===== config.mk =====
export PLATFORM = sky130hd
export DESIGN_NAME = x25519_squeeze_arbiter_flat
export DESIGN_NICKNAME = d
export VERILOG_FILES = /design/src/rtl/x25519_squeeze_arbiter_if.sv /design/src/rtl/x25519_squeeze_arbiter.sv /design/src/flat_wrapper.sv
export SDC_FILE = /design/constraint.sdc
export NUM_CORES = 1
export LEC_CHECK = 0
export ABC_AREA = 1
export BUFFER_PORTS_ARGS = -buffer_cell sky130_fd_sc_hd__buf_2
export CAP_MARGIN = 20
export CORE_AREA = 5 5 511 513
export DETAILED_ROUTE_END_ITERATION = 8
export DIE_AREA = 0 0 516 518
export SYNTH_ARGS = -nofsm -noshare
export SYNTH_HDL_FRONTEND = slang
export SYNTH_SLANG_ARGS = --single-unit

===== constraint.sdc =====
create_clock -name clk -period 4.1 [get_ports clk]
set_clock_uncertainty 0.2 [all_clocks]
set_input_delay 1.23 -clock clk [delete_from_list [all_inputs] [get_ports clk]]
set_output_delay 1.23 -clock clk [all_outputs]
set_load 0.05 [all_outputs]

===== src/rtl/x25519_squeeze_arbiter_if.sv =====
// Bundles the requester handshakes, the squeeze-unit issue/return path and the
// result bus. slave is the arbiter's view; master is the surrounding system's view.
interface x25519_squeeze_arbiter_if;
    logic         req0_valid;
    logic [263:0] req0_a;
    logic         req0_ready;
    logic         req1_valid;
    logic [263:0] req1_a;
    logic         req1_ready;
    logic         sq_en;
    logic [263:0] sq_a;
    logic         sq_out_valid;
    logic [263:0] sq_out;
    logic         out_valid0;
    logic         out_valid1;
    logic [263:0] out;
    logic         tag_err;

    modport slave (
        input  req0_valid, req0_a, req1_valid, req1_a, sq_out_valid, sq_out,
        output req0_ready, req1_ready, sq_en, sq_a, out_valid0, out_valid1, out, tag_err
    );

    modport master (
        output req0_valid, req0_a, req1_valid, req1_a, sq_out_valid, sq_out,
        input  req0_ready, req1_ready, sq_en, sq_a, out_valid0, out_valid1, out, tag_err
    );
endinterface


===== src/rtl/x25519_squeeze_arbiter.sv =====
// Round-robin arbiter sharing one fixed-latency X25519 squeeze unit between two
// requesters; a tag pipeline routes each returning result and flags mismatches.
module x25519_squeeze_arbiter #(
    parameter int unsigned LATENCY = 3
) (
    input logic                      clk,
    input logic                      rst,
    x25519_squeeze_arbiter_if.slave  bus
);
    localparam int unsigned CW = (LATENCY > 1) ? $clog2(LATENCY) : 1;

    typedef enum logic {DRAIN, RUN} state_t;

    state_t               state_q, state_d;
    logic [CW-1:0]        drain_cnt_q, drain_cnt_d;
    logic                 last_q;
    logic                 gnt0, gnt1, issue;
    logic [263:0]         gnt_a;
    logic                 sq_en_q, sq_id_q;
    logic [263:0]         sq_a_q;
    logic [LATENCY-1:0]   tag_v_q, tag_v_d, tag_id_q, tag_id_d;
    logic                 tail_v, tail_id, in_run, hit, miss;
    logic                 out_valid0_q, out_valid1_q, tag_err_q;
    logic [263:0]         out_q;

    always_comb begin
        state_d     = state_q;
        drain_cnt_d = drain_cnt_q;
        gnt0        = 1'b0;
        gnt1        = 1'b0;
        if (state_q == DRAIN) begin
            drain_cnt_d = drain_cnt_q + 1'b1;
            if (drain_cnt_q == CW'(LATENCY - 1)) begin
                state_d     = RUN;
                drain_cnt_d = '0;
            end
        end else if (bus.req0_valid && bus.req1_valid) begin
            // last_q = 1 means requester 1 won most recently, so requester 0 is due
            gnt0 = last_q;
            gnt1 = !last_q;
        end else begin
            gnt0 = bus.req0_valid;
            gnt1 = bus.req1_valid;
        end
    end

    assign issue = gnt0 | gnt1;
    assign gnt_a = gnt1 ? bus.req1_a : bus.req0_a;

    // Entry 0 takes the registered issue, so the tail lines up with sq_out_valid.
    always_comb begin
        tag_v_d     = tag_v_q;
        tag_id_d    = tag_id_q;
        tag_v_d[0]  = sq_en_q;
        tag_id_d[0] = sq_id_q;
        for (int unsigned i = 1; i < LATENCY; i++) begin
            tag_v_d[i]  = tag_v_q[i-1];
            tag_id_d[i] = tag_id_q[i-1];
        end
    end

    assign tail_v  = tag_v_q[LATENCY-1];
    assign tail_id = tag_id_q[LATENCY-1];
    assign in_run  = (state_q == RUN);
    assign hit     = in_run & tail_v & bus.sq_out_valid;
    assign miss    = in_run & (tail_v ^ bus.sq_out_valid);

    always_ff @(posedge clk) begin
        if (rst) begin
            state_q      <= DRAIN;
            drain_cnt_q  <= '0;
            last_q       <= 1'b1;
            sq_en_q      <= 1'b0;
            sq_id_q      <= 1'b0;
            sq_a_q       <= '0;
            tag_v_q      <= '0;
            tag_id_q     <= '0;
            out_valid0_q <= 1'b0;
            out_valid1_q <= 1'b0;
            out_q        <= '0;
            tag_err_q    <= 1'b0;
        end else begin
            state_q      <= state_d;
            drain_cnt_q  <= drain_cnt_d;
            sq_en_q      <= issue;
            if (issue) begin
                sq_a_q  <= gnt_a;
                sq_id_q <= gnt1;
                last_q  <= gnt1;
            end
            tag_v_q      <= tag_v_d;
            tag_id_q     <= tag_id_d;
            out_valid0_q <= hit & ~tail_id;
            out_valid1_q <= hit & tail_id;
            if (hit) begin
                out_q <= bus.sq_out;
            end
            if (miss) begin
                tag_err_q <= 1'b1;
            end
        end
    end

    assign bus.req0_ready = gnt0;
    assign bus.req1_ready = gnt1;
    assign bus.sq_en      = sq_en_q;
    assign bus.sq_a       = sq_a_q;
    assign bus.out_valid0 = out_valid0_q;
    assign bus.out_valid1 = out_valid1_q;
    assign bus.out        = out_q;
    assign bus.tag_err    = tag_err_q;
endmodule


===== src/flat_wrapper.sv =====
// flat-port wrapper written by rule: the top's interface ports become plain ports
module x25519_squeeze_arbiter_flat 
#(
    parameter int unsigned LATENCY = 3
)
  (clk, rst, bus_req0_valid, bus_req0_a, bus_req1_valid, bus_req1_a, bus_sq_out_valid, bus_sq_out, bus_req0_ready, bus_req1_ready, bus_sq_en, bus_sq_a, bus_out_valid0, bus_out_valid1, bus_out, bus_tag_err);
  x25519_squeeze_arbiter_if bus_i ();
  input logic clk;
  input logic rst;
  input wire logic [$bits(bus_i.req0_valid)-1:0] bus_req0_valid;
  input wire logic [$bits(bus_i.req0_a)-1:0] bus_req0_a;
  input wire logic [$bits(bus_i.req1_valid)-1:0] bus_req1_valid;
  input wire logic [$bits(bus_i.req1_a)-1:0] bus_req1_a;
  input wire logic [$bits(bus_i.sq_out_valid)-1:0] bus_sq_out_valid;
  input wire logic [$bits(bus_i.sq_out)-1:0] bus_sq_out;
  output wire logic [$bits(bus_i.req0_ready)-1:0] bus_req0_ready;
  output wire logic [$bits(bus_i.req1_ready)-1:0] bus_req1_ready;
  output wire logic [$bits(bus_i.sq_en)-1:0] bus_sq_en;
  output wire logic [$bits(bus_i.sq_a)-1:0] bus_sq_a;
  output wire logic [$bits(bus_i.out_valid0)-1:0] bus_out_valid0;
  output wire logic [$bits(bus_i.out_valid1)-1:0] bus_out_valid1;
  output wire logic [$bits(bus_i.out)-1:0] bus_out;
  output wire logic [$bits(bus_i.tag_err)-1:0] bus_tag_err;
  assign bus_i.req0_valid = bus_req0_valid;
  assign bus_i.req0_a = bus_req0_a;
  assign bus_i.req1_valid = bus_req1_valid;
  assign bus_i.req1_a = bus_req1_a;
  assign bus_i.sq_out_valid = bus_sq_out_valid;
  assign bus_i.sq_out = bus_sq_out;
  assign bus_req0_ready = bus_i.req0_ready;
  assign bus_req1_ready = bus_i.req1_ready;
  assign bus_sq_en = bus_i.sq_en;
  assign bus_sq_a = bus_i.sq_a;
  assign bus_out_valid0 = bus_i.out_valid0;
  assign bus_out_valid1 = bus_i.out_valid1;
  assign bus_out = bus_i.out;
  assign bus_tag_err = bus_i.tag_err;
  x25519_squeeze_arbiter #(.LATENCY(LATENCY)) u_core (.clk(clk), .rst(rst), .bus(bus_i));
endmodule

==> impl_metrics.env, run 1 <==
export IMPL_maximum_number_of_pins_on_one_net_before_global_route_repair=135
export IMPL_ctsHtreeMaxLevel=3
export IMPL_postSynthRegisterBits=543
export IMPL_min_path_cells=2
export IMPL_layout_filler_cells=29800
export IMPL_worst_hold_path_endpoint="u_core.tag_v_q[1]"
export IMPL_route_detailed_vias_per_inst=3.33
export IMPL_globalRoute_totalOverflow=0
export IMPL_layout_drive_gt1_share_pct=31.9
export IMPL_timing_critical_path_required_ps=2670
export IMPL_rr_startpoint="u_core.in_run"
export IMPL_fin_nets=5487
export IMPL_cp_common_cell="buf_2"
export IMPL_synth_seq_area_share_pct=46.6
export IMPL_io_pin_count=1331
export IMPL_most_frequent_cells_in_the_layout="buf_2, inv_1, nand2_1"
export IMPL_cts_num_sinks=543
export IMPL_hold_path_class="flop to flop"
export IMPL_worstPathCellList="buf_2 -> nand2_1 -> inv_8 -> nand2_4 -> inv_1 -> buf_2"
export IMPL_synth_yosys_warnings=0
export IMPL_worst_slew_pin_transition_ps=908
export IMPL_setup_worst_path_class="input port to output pin"
export IMPL_setup_worst_path_end_class="output pin"
export IMPL_r2r_worst_path_cells=7
export IMPL_outcome="complete, no violations"
export IMPL_hpwl_mm=171
export IMPL_post_cts_hold_buffer_count=0
export IMPL_critPathMaxStageDelay_ps=260
export IMPL_mostFrequentLayoutCell="buf_2"
export IMPL_area_delta_synth_final_pct=56.3
export IMPL_clkLatencyLatePin_ps=690
export IMPL_hold_start="u_core.tag_v_q[0]"
export IMPL_ctsResizeCount=0
export IMPL_floorplan_die_height_um=518
export IMPL_routed_wl_mm=197
export IMPL_finalCritPeriodShare_pct=91.6
export IMPL_setup_violations_final=0
export IMPL_drt_initial_drc_count=1762
export IMPL_first_global_vias=24800
export IMPL_final_min_clock_period_ps=3750
export IMPL_grt_antenna_before_repair=180
export IMPL_clock_fmax_ghz=0.266
export IMPL_max_cap_violations=0
export IMPL_postCtsSetupBuffers=0
export IMPL_dieWidth_um=516
export IMPL_timing_critical_path_fanout_max=4
export IMPL_routedWlPerCell_um=24.1
export IMPL_worst_r2r_setup_slack_ps=1330
export IMPL_worst_setup_path_start_kind="input port"
export IMPL_post_synth_instance_area_um2=23300
export IMPL_clock_root_buffer="clkbuf_16"
export IMPL_post_synth_inst_count=3459
export IMPL_placementRows=186
export IMPL_rsz0062_at_grt="false"
export IMPL_buffers_from_clock_root_to_sink_at_most=3
export IMPL_synthesis_area_per_instance_um2=6.74
export IMPL_worstReg2RegEnd="u_core.bus.sq_a[67]"
export IMPL_drt_first_pass_iters=5
export IMPL_power_ir_vdd_worst_mv=0.264
export IMPL_cp_arrival_ps=2320
export IMPL_detailroute_via_count=27200
export IMPL_core_area_um2=256000
export IMPL_detail_route_drc_violations=0
export IMPL_port_buffer_count=1330
export IMPL_finalMaxSlewViolations=0
export IMPL_path_clk_slew_ps=60
export IMPL_yosysUniqueCellTypes=17
export IMPL_cpMaxStageDelayCell="buf_2"
export IMPL_routability_driven_placement_congestion_ratio=0.947
export IMPL_tns_ps=0
export IMPL_postRouteAntennaNets=0
export IMPL_aggregate_global_route_resource_usage_pct=14.0
export IMPL_floorplan_die_area_um2=267000
export IMPL_initial_standard_cell_utilization_of_the_core_pct=9.11
export IMPL_slew_headroom_pct=39.5
export IMPL_grt_first_pass_wirelength_mm=247
export IMPL_power_total_uw=15800
export IMPL_timing_hold_violations_final=0
export IMPL_leakagePower_uw=0.0190
export IMPL_number_of_buffers_inserted_during_clock_tree_synthesis=72
export IMPL_synth_net_count=4256
export IMPL_clock_tree_from_tritoncts="built"
export IMPL_power_per_standard_cell_area_nw_per_um2=433
-- through the flow --
stage	util (%)	hold WS [ps]	instances	cell area [µm²]	setup WS, ps
global route	14.2	233	8178	36400	355
finish	14.3	208	8189	36400	346
global placement	13.3	199	8000	33900	385
CTS	14.2	207	8129	36300	381
detailed placement	13.3	196	8000	33900	385
floorplan	-	188	3459	23300	518
-- layer usage --
metal  global-route usage (%)  up-vias  part of all wire [%]
li1                         -    13100                     -
met3                     9.31      444                    16
met4                     5.90       24                   4.9
met2                     22.5     1628                    45
met5                        0        -                 0.070
met1                     14.3    12100                    34
-- cells in the mapped netlist (all sizes together) --
library cell | instances | area share, %
inv | 804 | 13
nand2 | 799 | 13
dfxtp | 543 | 47
nand3 | 530 | 11
a21oi | 271 | 5.8
o21ai | 266 | 5.7
buf | 122 | 2.6
clkbuf | 111 | 1.8
nor2 | 9 | 0.14
nor3 | 1 | 0.021
nor3b | 1 | 0.032
o211ai | 1 | 0.032
or2 | 1 | 0.027
-- flip-flops by register name, summed over array words and instances, names as in the netlist --
name and cells:
u_core.in_run 1, u_core.bus.tag_err 1, u_core.sq_id_q 1, u_core.bus.sq_en 1
u_core.bus.out_valid0 1, u_core.bus.out 264, u_core.last_q 1, u_core.bus.sq_a 264
u_core.tag_v_q 3, u_core.tag_id_q 3, u_core.bus.out_valid1 1, u_core.drain_cnt_q 2
-- worst max-delay path, delay by kind of cell --
family | cells | cell delay [ps]
buffers and inverters | 4 | 680
AND/OR/NAND/NOR | 2 | 380
-- worst max path at each step --
stage / start / end / slack, ps / cells past startpoint
finish: bus_req1_valid / bus_req1_ready / 350 / 6
global route: bus_req1_valid / bus_req1_ready / 360 / 6
floorplan: bus_req1_valid / bus_req1_ready / 520 / 6
global placement: bus_req1_valid / bus_req1_ready / 380 / 6
CTS: bus_req1_valid / bus_req1_ready / 380 / 6
detailed placement: bus_req1_valid / bus_req1_ready / 380 / 6
-- area by class of cell --
class	count	area [µm²]	area share (%)
Sequential cell	543	10900	29.8
Multi-Input combinational cell	1879	8450	23.2
Timing Repair Buffer	1390	7320	20.1
Tap cell	3384	4230	11.6
Inverter	804	3030	8.31
Clock buffer	95	2010	5.51
Clock inverter	34	389	1.07
Antenna cell	60	150	0.412
-- power by group --
part / leakage [µW] / internal (µW) / switching (µW)
Combinational: 0.0134 / 778 / 2630
Clock: 0.00117 / 3800 / 2840
Sequential: 0.00439 / 5570 / 165
Total: 0.0190 / 10100 / 5640
-- cell families after synthesis --
logic type	Yosys count	synth area share, %
AND/OR/NAND/NOR	1341	24.5
buffers and inverters	1037	17.3
flip-flops	543	46.6
AO/OA/AOI/OAI	538	11.6
Note: power is estimated with default switching activity, not from simulation.
==> inputs of run 2 (changes only) <==
- ABC_AREA: 1 -> not set
- CORE_AREA: 5 5 511 513 -> 5 5 516 518
- DIE_AREA: 0 0 516 518 -> 0 0 521 523
==> impl_metrics.env, run 2 <==
export IMPL_yosysUniqueCellTypes=25
export IMPL_clkLatencyLatePin_ps=700
export IMPL_synth_yosys_warnings=0
export IMPL_mostFrequentLayoutCell="buf_2"
export IMPL_first_global_vias=20900
export IMPL_cp_arrival_ps=2340
export IMPL_final_min_clock_period_ps=3770
export IMPL_floorplan_die_area_um2=272000
export IMPL_synth_seq_area_share_pct=53.6
export IMPL_hold_start="u_core.tag_id_q[1]"
export IMPL_timing_hold_violations_final=0
export IMPL_hpwl_mm=177
export IMPL_grt_antenna_before_repair=224
export IMPL_clock_fmax_ghz=0.265
export IMPL_placementRows=188
export IMPL_maximum_number_of_pins_on_one_net_before_global_route_repair=124
export IMPL_grt_first_pass_wirelength_mm=240
export IMPL_finalMaxSlewViolations=0
export IMPL_drt_first_pass_iters=5
export IMPL_layout_drive_gt1_share_pct=40.9
export IMPL_timing_critical_path_fanout_max=3
export IMPL_initial_standard_cell_utilization_of_the_core_pct=7.77
export IMPL_route_detailed_vias_per_inst=3.11
export IMPL_share_of_synthesized_registers_carrying_an_async_set_or_reset_pct=0
export IMPL_post_cts_hold_buffer_count=0
export IMPL_synth_most_common_cell="nand2_1"
export IMPL_worst_setup_path_start_kind="input port"
export IMPL_post_synth_most_frequent_cells="nand2_1, dfxtp_1, a21oi_1"
export IMPL_finalCritPeriodShare_pct=92.0
export IMPL_setup_violations_final=0
export IMPL_number_of_buffers_inserted_during_clock_tree_synthesis=73
export IMPL_worst_r2r_setup_slack_ps=1840
export IMPL_core_area_um2=261000
export IMPL_ctsHtreeMaxLevel=3
export IMPL_cts_num_sinks=543
export IMPL_timing_critical_path_required_ps=2670
export IMPL_worst_hold_path_endpoint="u_core.tag_id_q[2]"
export IMPL_detailroute_via_count=22200
export IMPL_worstReg2RegEnd="u_core.bus.out[136]"
export IMPL_top_cell_family_by_delay_on_the_critical_path="buffers and inverters"
export IMPL_drt_initial_drc_count=977
export IMPL_aggregate_global_route_resource_usage_pct=13.9
export IMPL_floorplan_die_height_um=523
export IMPL_cpMaxStageDelayCell="buf_2"
export IMPL_ctsResizeCount=0
export IMPL_rr_startpoint="u_core.in_run"
export IMPL_setup_worst_path_end_class="output pin"
export IMPL_worstPathBufferInverterCount=3
export IMPL_synthesis_area_per_instance_um2=8.66
export IMPL_max_cap_violations=0
export IMPL_hold_slack_ps=231
export IMPL_io_pin_count=1331
export IMPL_area_delta_synth_final_pct=65.3
export IMPL_yosys_most_used_dff="dfxtp_1"
export IMPL_worstPathCellList="buf_2 -> nand2_1 -> a21o_4 -> inv_1 -> buf_2"
export IMPL_buffers_from_clock_root_to_sink_at_most=3
export IMPL_setup_worst_path_class="input port to output pin"
export IMPL_fin_nets=4412
export IMPL_routedWlPerCell_um=27.9
export IMPL_postCtsSetupBuffers=0
export IMPL_port_buffer_count=1330
export IMPL_post_synth_inst_count=2342
export IMPL_clock_root_buffer="clkbuf_16"
export IMPL_cp_common_cell="buf_2"
export IMPL_routed_wl_mm=199
export IMPL_globalRoute_totalOverflow=0
export IMPL_synth_area_top_cells="dfxtp_1, nand2_1, mux2i_1"
export IMPL_synth_net_count=3139
export IMPL_dieWidth_um=521
export IMPL_synth_edff_count=0
export IMPL_post_synth_instance_area_um2=20300
export IMPL_yosys_area_top_type_share_pct=53.6
export IMPL_hold_path_class="flop to flop"
export IMPL_postSynthRegisterBits=543
export IMPL_slew_headroom_pct=44.9
export IMPL_routability_driven_placement_congestion_ratio=0.917
export IMPL_critPathMaxStageDelay_ps=320
export IMPL_most_frequent_cells_in_the_layout="buf_2, nand2_1, dfxtp_1"
export IMPL_rsz0062_at_grt="false"
export IMPL_leakagePower_uw=0.0159
export IMPL_path_clk_slew_ps=70
export IMPL_power_per_standard_cell_area_nw_per_um2=422
export IMPL_r2r_worst_path_cells=6
export IMPL_worst_slew_pin_transition_ps=826
export IMPL_outcome="complete, no violations"
export IMPL_postRouteAntennaNets=0
export IMPL_tns_ps=0
export IMPL_clock_tree_from_tritoncts="built"
export IMPL_synthDominantAreaCellType="dfxtp_1"
export IMPL_min_path_cells=1
export IMPL_detail_route_drc_violations=0
export IMPL_power_ir_vdd_worst_mv=0.294
-- run 2: final cells by class --
type / count / area, µm²
antenna: 46 / 115
clock inverter: 34 / 520
multi-input combinational: 1616 / 8460
tap: 3420 / 4280
clock buffer: 98 / 2040
fill: 30200 / 228000
timing repair buffer: 1377 / 7230
inverter: 4 / 15.0
sequential: 543 / 10900
-- run 2: cells by family (layout without fill, tap and decap cells) --
kind of cell,Yosys count,after routing,share of synthesized area [%]
AOI/OAI and AO/OA,537,537,13.3
muxes,264,264,13.0
and+or+nand+nor,814,814,15.2
other,0,46,0
buffers and inverters,183,1513,4.86
xor gates and xnor gates,1,1,0.0432
DFF,543,543,53.6
-- run 2: worst reg2reg max path, cell delays in order, from the launching register on --
cell and delay, ps:
dfxtp_1 430, buf_4 250, and3_4 460, buf_12 330, buf_4 310, nand2_1 60
a21oi_1 110
-- run 2: how the worst max path moves through the flow --
stage | depth (start not counted) | slack (ps) | endpoint | startpoint
floorplan | 6 | 520 | bus_req1_ready | bus_req1_valid
global placement | 5 | 330 | bus_req1_ready | bus_req1_valid
detailed placement | 5 | 310 | bus_req1_ready | bus_req1_valid
CTS | 5 | 300 | bus_req1_ready | bus_req1_valid
global route | 5 | 290 | bus_req1_ready | bus_req1_valid
finish | 5 | 330 | bus_req1_ready | bus_req1_valid
-- run 2: routing by layer --
layer / up-vias / GRT usage (%) / share of wire, %
met4: 70 / 5.58 / 4.6
met5: - / 0 / 0.23
li1: 10400 / - / -
met3: 436 / 8.00 / 13
met2: 1391 / 22.3 / 45
met1: 9955 / 14.9 / 37
-- run 2: metrics by stage --
| step | setup WS, ps | cells | util, % | instance area [µm²] | total power, µW |
|---|---|---|---|---|---|
| 2_1_floorplan | 518 | 2342 | - | 20300 | 6450 |
| 3_3_place_gp | 332 | 6960 | 11.8 | 30900 | 7450 |
| 3_5_place_dp | 308 | 6960 | 11.8 | 30900 | 7450 |
| 4_1_cts | 303 | 7092 | 12.8 | 33400 | 14500 |
| 5_1_grt | 290 | 7129 | 12.8 | 33500 | 14700 |
| 6_report | 328 | 7138 | 12.8 | 33500 | 14200 |
-- run 2: where the power goes --
| part | switching [µW] | total, µW | leakage, µW | internal [µW] |
|---|---|---|---|---|
| clock network | 2920 | 6870 | 0.00124 | 3950 |
| registers | 72.8 | 5490 | 0.00438 | 5410 |
| logic | 1250 | 1800 | 0.0102 | 545 |
| total | 4240 | 14200 | 0.0159 | 9910 |
